File: src/rtl/program_loader_pkg.sv
// Shared types and default sizes for the instruction-FIFO program loader.
package program_loader_pkg;

    typedef enum logic [1:0] {
        IDLE = 2'd0,
        LOAD = 2'd1,
        DONE = 2'd2
    } ldr_state_t;

    localparam int DEF_DATA_WIDTH = 8;
    localparam int DEF_ADDR_WIDTH = 4;

endpackage

File: src/rtl/program_loader.sv
// Streams prog_len host bytes into the CPU instruction FIFO through a one-entry holding register.
// Optional CHECKSUM_EN macro adds a running XOR checksum output of the bytes written.
module program_loader
    import program_loader_pkg::*;
#(
    parameter int DATA_WIDTH = DEF_DATA_WIDTH,
    parameter int ADDR_WIDTH = DEF_ADDR_WIDTH
) (
    input  logic                  clk,
    input  logic                  reset_n,
    input  logic                  start,
    input  logic [ADDR_WIDTH:0]   prog_len,
    input  logic                  src_valid,
    input  logic [DATA_WIDTH-1:0] src_data,
    output logic                  src_ready,
    input  logic                  fifo_full,
    output logic                  wr,
    output logic [DATA_WIDTH-1:0] opcode,
    output logic                  busy,
    output logic                  done,
`ifdef CHECKSUM_EN
    output logic [DATA_WIDTH-1:0] checksum,
`endif
    output logic [ADDR_WIDTH:0]   count
);

    localparam logic [ADDR_WIDTH:0] MAX_LEN = {1'b1, {ADDR_WIDTH{1'b0}}};
    localparam logic [ADDR_WIDTH:0] ONE     = {{ADDR_WIDTH{1'b0}}, 1'b1};

    ldr_state_t            state_q, state_d;
    logic                  hold_valid_q, hold_valid_d;
    logic [DATA_WIDTH-1:0] hold_data_q, hold_data_d;
    logic [ADDR_WIDTH:0]   len_q, len_d;
    logic [ADDR_WIDTH:0]   count_q, count_d;

    logic [ADDR_WIDTH:0]   len_clamped;
    logic [ADDR_WIDTH:0]   count_plus1;
    logic [ADDR_WIDTH:0]   accepted;
    logic                  accept;

    assign len_clamped = (prog_len > MAX_LEN) ? MAX_LEN : prog_len;
    assign count_plus1 = count_q + ONE;
    assign accepted    = count_q + {{ADDR_WIDTH{1'b0}}, hold_valid_q};
    assign accept      = src_valid & src_ready;

    always_ff @(posedge clk or negedge reset_n) begin
        if (!reset_n) begin
            state_q      <= IDLE;
            hold_valid_q <= 1'b0;
            hold_data_q  <= '0;
            len_q        <= '0;
            count_q      <= '0;
        end else begin
            state_q      <= state_d;
            hold_valid_q <= hold_valid_d;
            hold_data_q  <= hold_data_d;
            len_q        <= len_d;
            count_q      <= count_d;
        end
    end

    always_comb begin
        state_d = state_q;
        case (state_q)
            IDLE:    if (start) state_d = (len_clamped == '0) ? DONE : LOAD;
            LOAD:    if (wr && (count_plus1 == len_q)) state_d = DONE;
            DONE:    state_d = IDLE;
            default: state_d = IDLE;
        endcase
    end

    // The holding slot may be drained and refilled in the same cycle for 1 byte/cycle.
    always_comb begin
        busy      = (state_q == LOAD);
        done      = (state_q == DONE);
        wr        = busy & hold_valid_q & ~fifo_full;
        opcode    = hold_data_q;
        src_ready = busy & (~hold_valid_q | wr) & (accepted < len_q);
        count     = count_q;
    end

    always_comb begin
        hold_valid_d = hold_valid_q;
        hold_data_d  = hold_data_q;
        len_d        = len_q;
        count_d      = count_q;
        if ((state_q == IDLE) && start) begin
            len_d   = len_clamped;
            count_d = '0;
        end
        if (wr) begin
            count_d      = count_plus1;
            hold_valid_d = 1'b0;
        end
        if (accept) begin
            hold_valid_d = 1'b1;
            hold_data_d  = src_data;
        end
    end

`ifdef CHECKSUM_EN
    logic [DATA_WIDTH-1:0] csum_q, csum_d;

    always_comb begin
        csum_d = csum_q;
        if ((state_q == IDLE) && start) begin
            csum_d = '0;
        end else if (wr) begin
            csum_d = csum_q ^ hold_data_q;
        end
    end

    always_ff @(posedge clk or negedge reset_n) begin
        if (!reset_n) begin
            csum_q <= '0;
        end else begin
            csum_q <= csum_d;
        end
    end

    assign checksum = csum_q;
`else
    // No checksum state exists in this build.
`endif

endmodule

File: config.mk
export PLATFORM = sky130hd
export DESIGN_NAME = program_loader
export DESIGN_NICKNAME = d
export VERILOG_FILES = /design/src/rtl/program_loader_pkg.sv /design/src/rtl/program_loader.sv
export SDC_FILE = /design/constraint.sdc
export NUM_CORES = 1
export LEC_CHECK = 0
export CAP_MARGIN = 15
export CELL_PAD_IN_SITES_DETAIL_PLACEMENT = 1
export CELL_PAD_IN_SITES_GLOBAL_PLACEMENT = 2
export CORE_UTILIZATION = 29
export DETAILED_ROUTE_END_ITERATION = 8
export PLACE_DENSITY = 0.76
export SLEW_MARGIN = 15
export SYNTH_ARGS = -nofsm -noshare
export SYNTH_HDL_FRONTEND = slang
export SYNTH_SLANG_ARGS = --single-unit
File: constraint.sdc
create_clock -name clk -period 3.11 [get_ports clk]
set_clock_uncertainty 0.2 [all_clocks]
set_input_delay 0.622 -clock clk [delete_from_list [all_inputs] [get_ports clk]]
set_output_delay 0.622 -clock clk [all_outputs]
set_load 0.005 [all_outputs]
==> results of run 1 <==
## cells by family (layout without fill, tap and decap cells)
| group | after synthesis | after routing | synth area share (%) |
|---|---|---|---|
| xor gates and xnor gates | 10 | 10 | 7.31 |
| DFF | 21 | 21 | 43.8 |
| and+or+nand+nor | 34 | 34 | 16.6 |
| adders and majority gates | 7 | 7 | 7.31 |
| AOI/OAI and AO/OA | 21 | 21 | 11.6 |
| muxes | 8 | 8 | 10.0 |
| buffers and inverters | 8 | 52 | 3.34 |
## final cells by class
class	count	area (µm²)	area share, %
multi-input combinational	80	686	39.3
sequential	21	526	30.1
timing repair buffer	43	408	23.4
tap	50	62.6	3.58
clock buffer	4	45.0	2.58
inverter	5	18.8	1.08
## stage by stage
stage               cell area, µm²  std cells  utilization [%]
floorplan                     1200        109                -
global placement              1630        196             40.9
detailed placement            1630        196             40.9
CTS                           1710        201             43.1
global route                  1750        203             44.0
finish                        1750        203             44.0
## registers in the layout (all words and copies together) (netlist names)
| name | flops |
|---|---|
| count | 5 |
| hold_valid_q | 1 |
| len_q | 5 |
| opcode | 8 |
| state_q | 2 |
## worst max-delay path, stage by stage (launching register included)
cell             delay, ns
dfrtp_1               0.41
ha_4                  0.17
ha_4                  0.15
nand3_4               0.09
xnor2_2               0.16
ha_1                  0.31
nand2_2               0.06
o31a_2                0.35
clkdlybuf4s15_1       0.20
## per-layer routing
metal	GRT usage (%)	wire length [µm]	vias to the layer above	part of all wire, %
met4	7.71	62	0	1.8
met1	20.0	1450	498	43
met5	0	0	-	0
met2	30.4	1810	21	53
met3	3.28	85	6	2.5
li1	-	-	474	-
## worst max path at each step
| stage | start | end | slack, ns | cells after the start |
|---|---|---|---|---|
| after floorplan | count[0] | src_ready | 0.59 | 7 |
| after global placement | hold_valid_q | src_ready | 0.17 | 9 |
| after detailed placement | hold_valid_q | src_ready | 0.07 | 9 |
| after CTS | hold_valid_q | src_ready | 0.07 | 8 |
| after global routing | count[0] | src_ready | 0.03 | 8 |
| final | count[0] | src_ready | 0.12 | 8 |
## power by group
| part | total (mW) | switching, mW | internal [mW] |
|---|---|---|---|
| logic | 0.890 | 0.361 | 0.529 |
| clock network | 0.192 | 0.100 | 0.0917 |
| registers | 0.487 | 0.101 | 0.386 |
| total | 1.57 | 0.563 | 1.01 |
## repair_timing
item / CTS / global route
gates resized for setup: 7 / 4
endpoints found under the setup margin: 1 / 1
pin swaps: 3 / 3
setup buffers: 1 / 2
## layout by cell type (no fill, tap or decap)
cell / Yosys / layout
clkbuf_1: 0 / 1
nand2_2: 0 / 1
nand2_1: 9 / 8
nand4bb_1: 2 / 2
nand3_1: 4 / 3
and2b_2: 1 / 1
ha_1: 7 / 5
ha_4: 0 / 2
o2111ai_1: 2 / 2
o311a_1: 1 / 1
xnor2_1: 6 / 5
o31ai_1: 1 / 1
clkbuf_8: 0 / 3
o31a_2: 1 / 1
dfrtp_1: 21 / 21
clkdlybuf4s50_1: 0 / 33
nor2b_4: 1 / 1
a211oi_1: 1 / 1
a21o_2: 1 / 1
inv_1: 5 / 5
mux2_4: 8 / 8
and2_1: 1 / 1
buf_4: 0 / 9
nand3_4: 0 / 1
o21ai_0: 11 / 11
nand2b_1: 2 / 2
and3_4: 0 / 1
nor3_1: 2 / 2
nand3b_1: 4 / 4
a21oi_1: 1 / 1
nor2_1: 6 / 6
a22o_1: 2 / 2
xor2_1: 4 / 4
xnor2_2: 0 / 1
nor3b_2: 1 / 1
clkdlybuf4s15_1: 0 / 1
==> results.json, run 1 <==
{
  "p_leak_nw": 0.752,
  "timing.hold.ws_ns": 0.320,
  "slew_viol_final": 0,
  "place.gp.congestion": 0.743,
  "cp_max_fo": 2,
  "synthCells": 109,
  "rr_worst_depth": 9,
  "synth_area_per_cell_um2": 11.0,
  "drt-initial-drc-count": 13,
  "crit_path_end_kind": "primary output",
  "hold_end": "opcode[1]",
  "layout.nets": 179,
  "hpwlAfterDp_mm": 2.61,
  "synth_ff_type": "dfrtp_1",
  "start_util_pct": 30.2,
  "syn_nets": 134,
  "rows": 23,
  "synth_top_cell_area_share_pct": 43.8,
  "n_antenna_cell": 0,
  "grt_use_total_pct": 17.2,
  "setup_viol": 0,
  "drc": 0,
  "wl_per_cell_um": 16.8,
  "status": "finished clean",
  "dieArea_um2": 4390,
  "tritoncts": "yes",
  "finalHoldViolCount": 0,
  "grt_pass1_wl_mm": 5.53,
  "die_h_um": 66.3,
  "area_growth_pct": 45.6,
  "holdPathStages": 1,
  "port_buffers": 34,
  "ys_top_cells_by_count": "dfrtp_1 (21), o21ai_0 (11), nand2_1 (9), mux2_4 (8), ha_1 (7)",
  "fillers": 441,
  "rrSetupSlack_ns": 0.38,
  "grt_pass1_vias": 1130,
  "vias_per_cell": 4.92,
  "ys_seq_elements": 21,
  "synth_seq_area_share_pct": 43.8,
  "synthArstFlopShare_pct": 100,
  "maxCapViolations": 0,
  "clock_latency_ns": 0.27,
  "htree_levels": 1,
  "synth_edf_count": 0,
  "timing.rr.start": "count[0]",
  "antenna_found_initial": 0,
  "hold_start": "opcode[1]",
  "grt_max_degree": 22,
  "start_kind": "register",
  "max_slew_margin_pct": 62.4,
  "coreArea_um2": 3970,
  "drt_pass1_iterations": 4,
  "yosysTopAreaCell": "dfrtp_1",
  "ys_types": 29,
  "rsz0062_at_grt": "false",
  "yosysMostFrequentCell": "dfrtp_1",
  "cp.required_ns": 2.29,
  "synth_area_leaders": "dfrtp_1 (44%), mux2_4 (10%), ha_1 (7.3%), o21ai_0 (4.6%), xnor2_1 (4.4%)",
  "hold_class": "reg -> reg",
  "power_mw": 1.57,
  "clkTransAtPathRegs_ns": 0.08,
  "gr-total-overflow": 0,
  "yosysWarnings": 0,
  "p_per_area_nw_per_um2": 899,
  "ant_nets": 0,
  "max_clock_freq_ghz": 0.334,
  "wirelength_mm": 3.40,
  "syn_area_um2": 1200,
  "clockBufferDepth": 2,
  "finalCriticalPeriod_ns": 2.99,
  "die_x_um": 66.3,
  "routed-via-count": 999,
  "period_share_pct": 96.1,
  "ir_drop_uv": 340,
  "drive_gt1_share_pct": 20.3,
  "pin_count": 35,
  "setup_tns_ns": 0,
  "worst_slack_ns": 0.120,
  "clock-sinks": 21,
  "cts.hold.buffers_added": 0,
  "root_buffer": "clkbuf_8",
  "numCtsBuffers": 3,
  "reg2reg_to": "opcode[0]",
  "dp_slack_ns": 0.0737,
  "crit_arrival_ns": 2.17,
  "path_class": "reg -> out",
  "worstMarginPinSlew_ns": 0.563
}
Note: power is estimated with default switching activity, not from simulation.
==> run 2, diff against run 1 <==
--- a/config.mk
+++ b/config.mk
@@ -11,7 +11,7 @@
 export CORE_UTILIZATION = 29
 export DETAILED_ROUTE_END_ITERATION = 8
 export PLACE_DENSITY = 0.76
-export SLEW_MARGIN = 15
+export RECOVER_POWER = 50
 export SYNTH_ARGS = -nofsm -noshare
 export SYNTH_HDL_FRONTEND = slang
 export SYNTH_SLANG_ARGS = --single-unit
==> run 2 against run 1 <==
Effect of this change:
- sequential share of layout area grew 0.22 points
- total power shrank 0.90%
- core utilization shrank 0.32 points
- sequential power is essentially flat
- cell count is the same
- critical path depth is the same
==> results.json, run 2 (synthesis gave the netlist of run 1 again) <==
{
  "place.gp.congestion": 0.743,
  "hold_class": "reg -> reg",
  "drt_pass1_iterations": 4,
  "grt_max_degree": 22,
  "dp_slack_ns": 0.0737,
  "combPwrFrac_pct": 56.5,
  "cp_common_cell": "ha_4",
  "layout.nets": 179,
  "globalRoute.busiestLayer": "met2",
  "ant_nets": 0,
  "ir_drop_uv": 339,
  "largest_reg_flops": 8,
  "crit_arrival_ns": 2.17,
  "cp.required_ns": 2.29,
  "pwr-share-clk_pct": 12.3,
  "crit_path_end_kind": "primary output",
  "period_share_pct": 96.2,
  "cp_max_fo": 2,
  "use_met2_pct": 30.4,
  "status": "finished clean",
  "mostFrequentLayoutCells": "clkdlybuf4s50_1 (27), dfrtp_1 (21), o21ai_0 (11)",
  "slowest_delay_ns": 0.41,
  "pin_count": 35,
  "start_kind": "register",
  "setup_tns_ns": 0,
  "fillers": 441,
  "routed-via-count": 999,
  "crit_chain": "ha_4 > ha_4 > nand3_4 > xnor2_2 > ha_1 > nand2_2 > o31a_2 > clkdlybuf4s15_1",
  "drive_gt1_share_pct": 18.3,
  "max_clock_freq_ghz": 0.334,
  "max_slew_margin_pct": 21.1,
  "p_leak_nw": 0.744,
  "gr-total-overflow": 0,
  "numCtsBuffers": 3,
  "die_x_um": 66.3,
  "wl_per_cell_um": 16.8,
  "finalCriticalPeriod_ns": 2.99,
  "wirelength_mm": 3.41,
  "hpwlAfterDp_mm": 2.61,
  "start_util_pct": 30.2,
  "timing.hold.ws_ns": 0.315,
  "path_class": "reg -> out",
  "placed_cell_area_um2": 1630,
  "antenna_found_initial": 0,
  "met1_usage_pct": 20.0,
  "tritoncts": "yes",
  "port_buffers": 34,
  "layout_commonest_cell": "clkdlybuf4s50_1",
  "fin_cells": 203,
  "maxCapViolations": 0,
  "rows": 23,
  "dieArea_um2": 4390,
  "rsz0062_at_grt": "false",
  "worst_slack_ns": 0.119,
  "die_h_um": 66.3,
  "clock-sinks": 21,
  "worstMarginPinSlew_ns": 1.18,
  "slew_viol_final": 0,
  "htree_levels": 1,
  "design_area_um2": 1730,
  "use_met3_pct": 3.28,
  "placedCellCount": 196,
  "vias_per_cell": 4.92,
  "area_growth_pct": 44.6,
  "coreArea_um2": 3970,
  "clock_latency_ns": 0.27,
  "grt_pass1_wl_mm": 5.53,
  "clockBufferDepth": 2,
  "final-seq-area_um2": 526,
  "n_antenna_cell": 0,
  "grt_pass1_vias": 1130,
  "clkTransAtPathRegs_ns": 0.08,
  "power.share.sequential_pct": 31.2,
  "internal_power_mw": 0.995,
  "multiInputGateArea_um2": 681,
  "setup_viol": 0,
  "finalHoldViolCount": 0,
  "power_switching_mw": 0.560,
  "root_buffer": "clkbuf_8",
  "grt_use_total_pct": 17.2,
  "drt-initial-drc-count": 13,
  "drc": 0,
  "swShare_pct": 36.0,
  "crit_slowest_cell": "dfrtp_1",
  "p_per_area_nw_per_um2": 898
}
[run 2: changes by cell type in the layout (fill, tap and decap cells not counted)]
| cell | before | now |
|---|---|---|
| buf_4 | 9 | 7 |
| clkbuf_1 | 1 | 3 |
| clkdlybuf4s50_1 | 33 | 27 |
| dlygate4sd3_1 | 0 | 6 |
| nor3b_1 | 0 | 1 |
| nor3b_2 | 1 | 0 |
[run 2: through the flow]
step	power (mW)	util, %
6_report	1.56	43.6
5_1_grt	1.66	43.6
4_1_cts	1.55	43.1
3_5_place_dp	1.32	40.9
3_3_place_gp	1.28	40.9
2_1_floorplan	0.942	-
[run 2: metal layers]
layer | part of all wire (%) | routed length (µm) | up-vias
li1 | - | - | 473
met1 | 43 | 1450 | 499
met2 | 53 | 1810 | 21
met3 | 2.5 | 85 | 6
met4 | 1.8 | 62 | 0
met5 | 0 | 0 | -
[run 2: final timing paths]
check	startpoint	end	slack, ns	cells past startpoint
max	count[0]	src_ready	0.12	8
min	opcode[3]	opcode[3]	0.32	1
max reg2reg	count[0]	opcode[0]	0.38	9
min reg2reg	opcode[3]	opcode[3]	0.32	1
max in group asynchronous	reset_n	count[3]	1.10	2
min in group asynchronous	reset_n	opcode[4]	0.91	2
[run 2: worst max-delay path: cells and delay by family, from the launching register on]
| kind | cells | cell delay, ns |
|---|---|---|
| fa+ha+maj | 3 | 0.63 |
| xor+xnor | 1 | 0.16 |
| buf+inv | 1 | 0.20 |
| compound gates | 1 | 0.35 |
| simple gates | 2 | 0.15 |
| flops | 1 | 0.41 |
[run 2: repair_timing]
action                                  in CTS  in global routing
resized for setup                            7                  4
setup buffers                                1                  2
hold buffers                                 0                  0
endpoints found under the setup margin       1                  1
pin swaps                                    3                  3
[run 2: cell type report]
cell class	count	area share (%)
Multi-Input combinational cell	80	39.3
Sequential cell	21	30.3
Timing Repair Buffer	43	23.1
Tap cell	50	3.61
Clock buffer	4	2.60
Inverter	5	1.08
[run 2: power groups by stage]
stage / combinational (mW) / clock, mW / sequential, mW
after floorplan: 0.466 / 0 / 0.476
after global placement: 0.803 / 0 / 0.474
after detailed placement: 0.833 / 0 / 0.484
after CTS: 0.868 / 0.197 / 0.485
after global routing: 0.957 / 0.204 / 0.498
final: 0.878 / 0.192 / 0.485
==> run 3, diff against run 2 <==
--- a/config.mk
+++ b/config.mk
@@ -9,6 +9,7 @@
 export CELL_PAD_IN_SITES_DETAIL_PLACEMENT = 1
 export CELL_PAD_IN_SITES_GLOBAL_PLACEMENT = 2
 export CORE_UTILIZATION = 29
+export CTS_CLUSTER_DIAMETER = 120
 export DETAILED_ROUTE_END_ITERATION = 8
 export PLACE_DENSITY = 0.76
 export RECOVER_POWER = 50
==> results of run 3 <==
The final DEF is identical to that of run 2; final timing and power are the same.
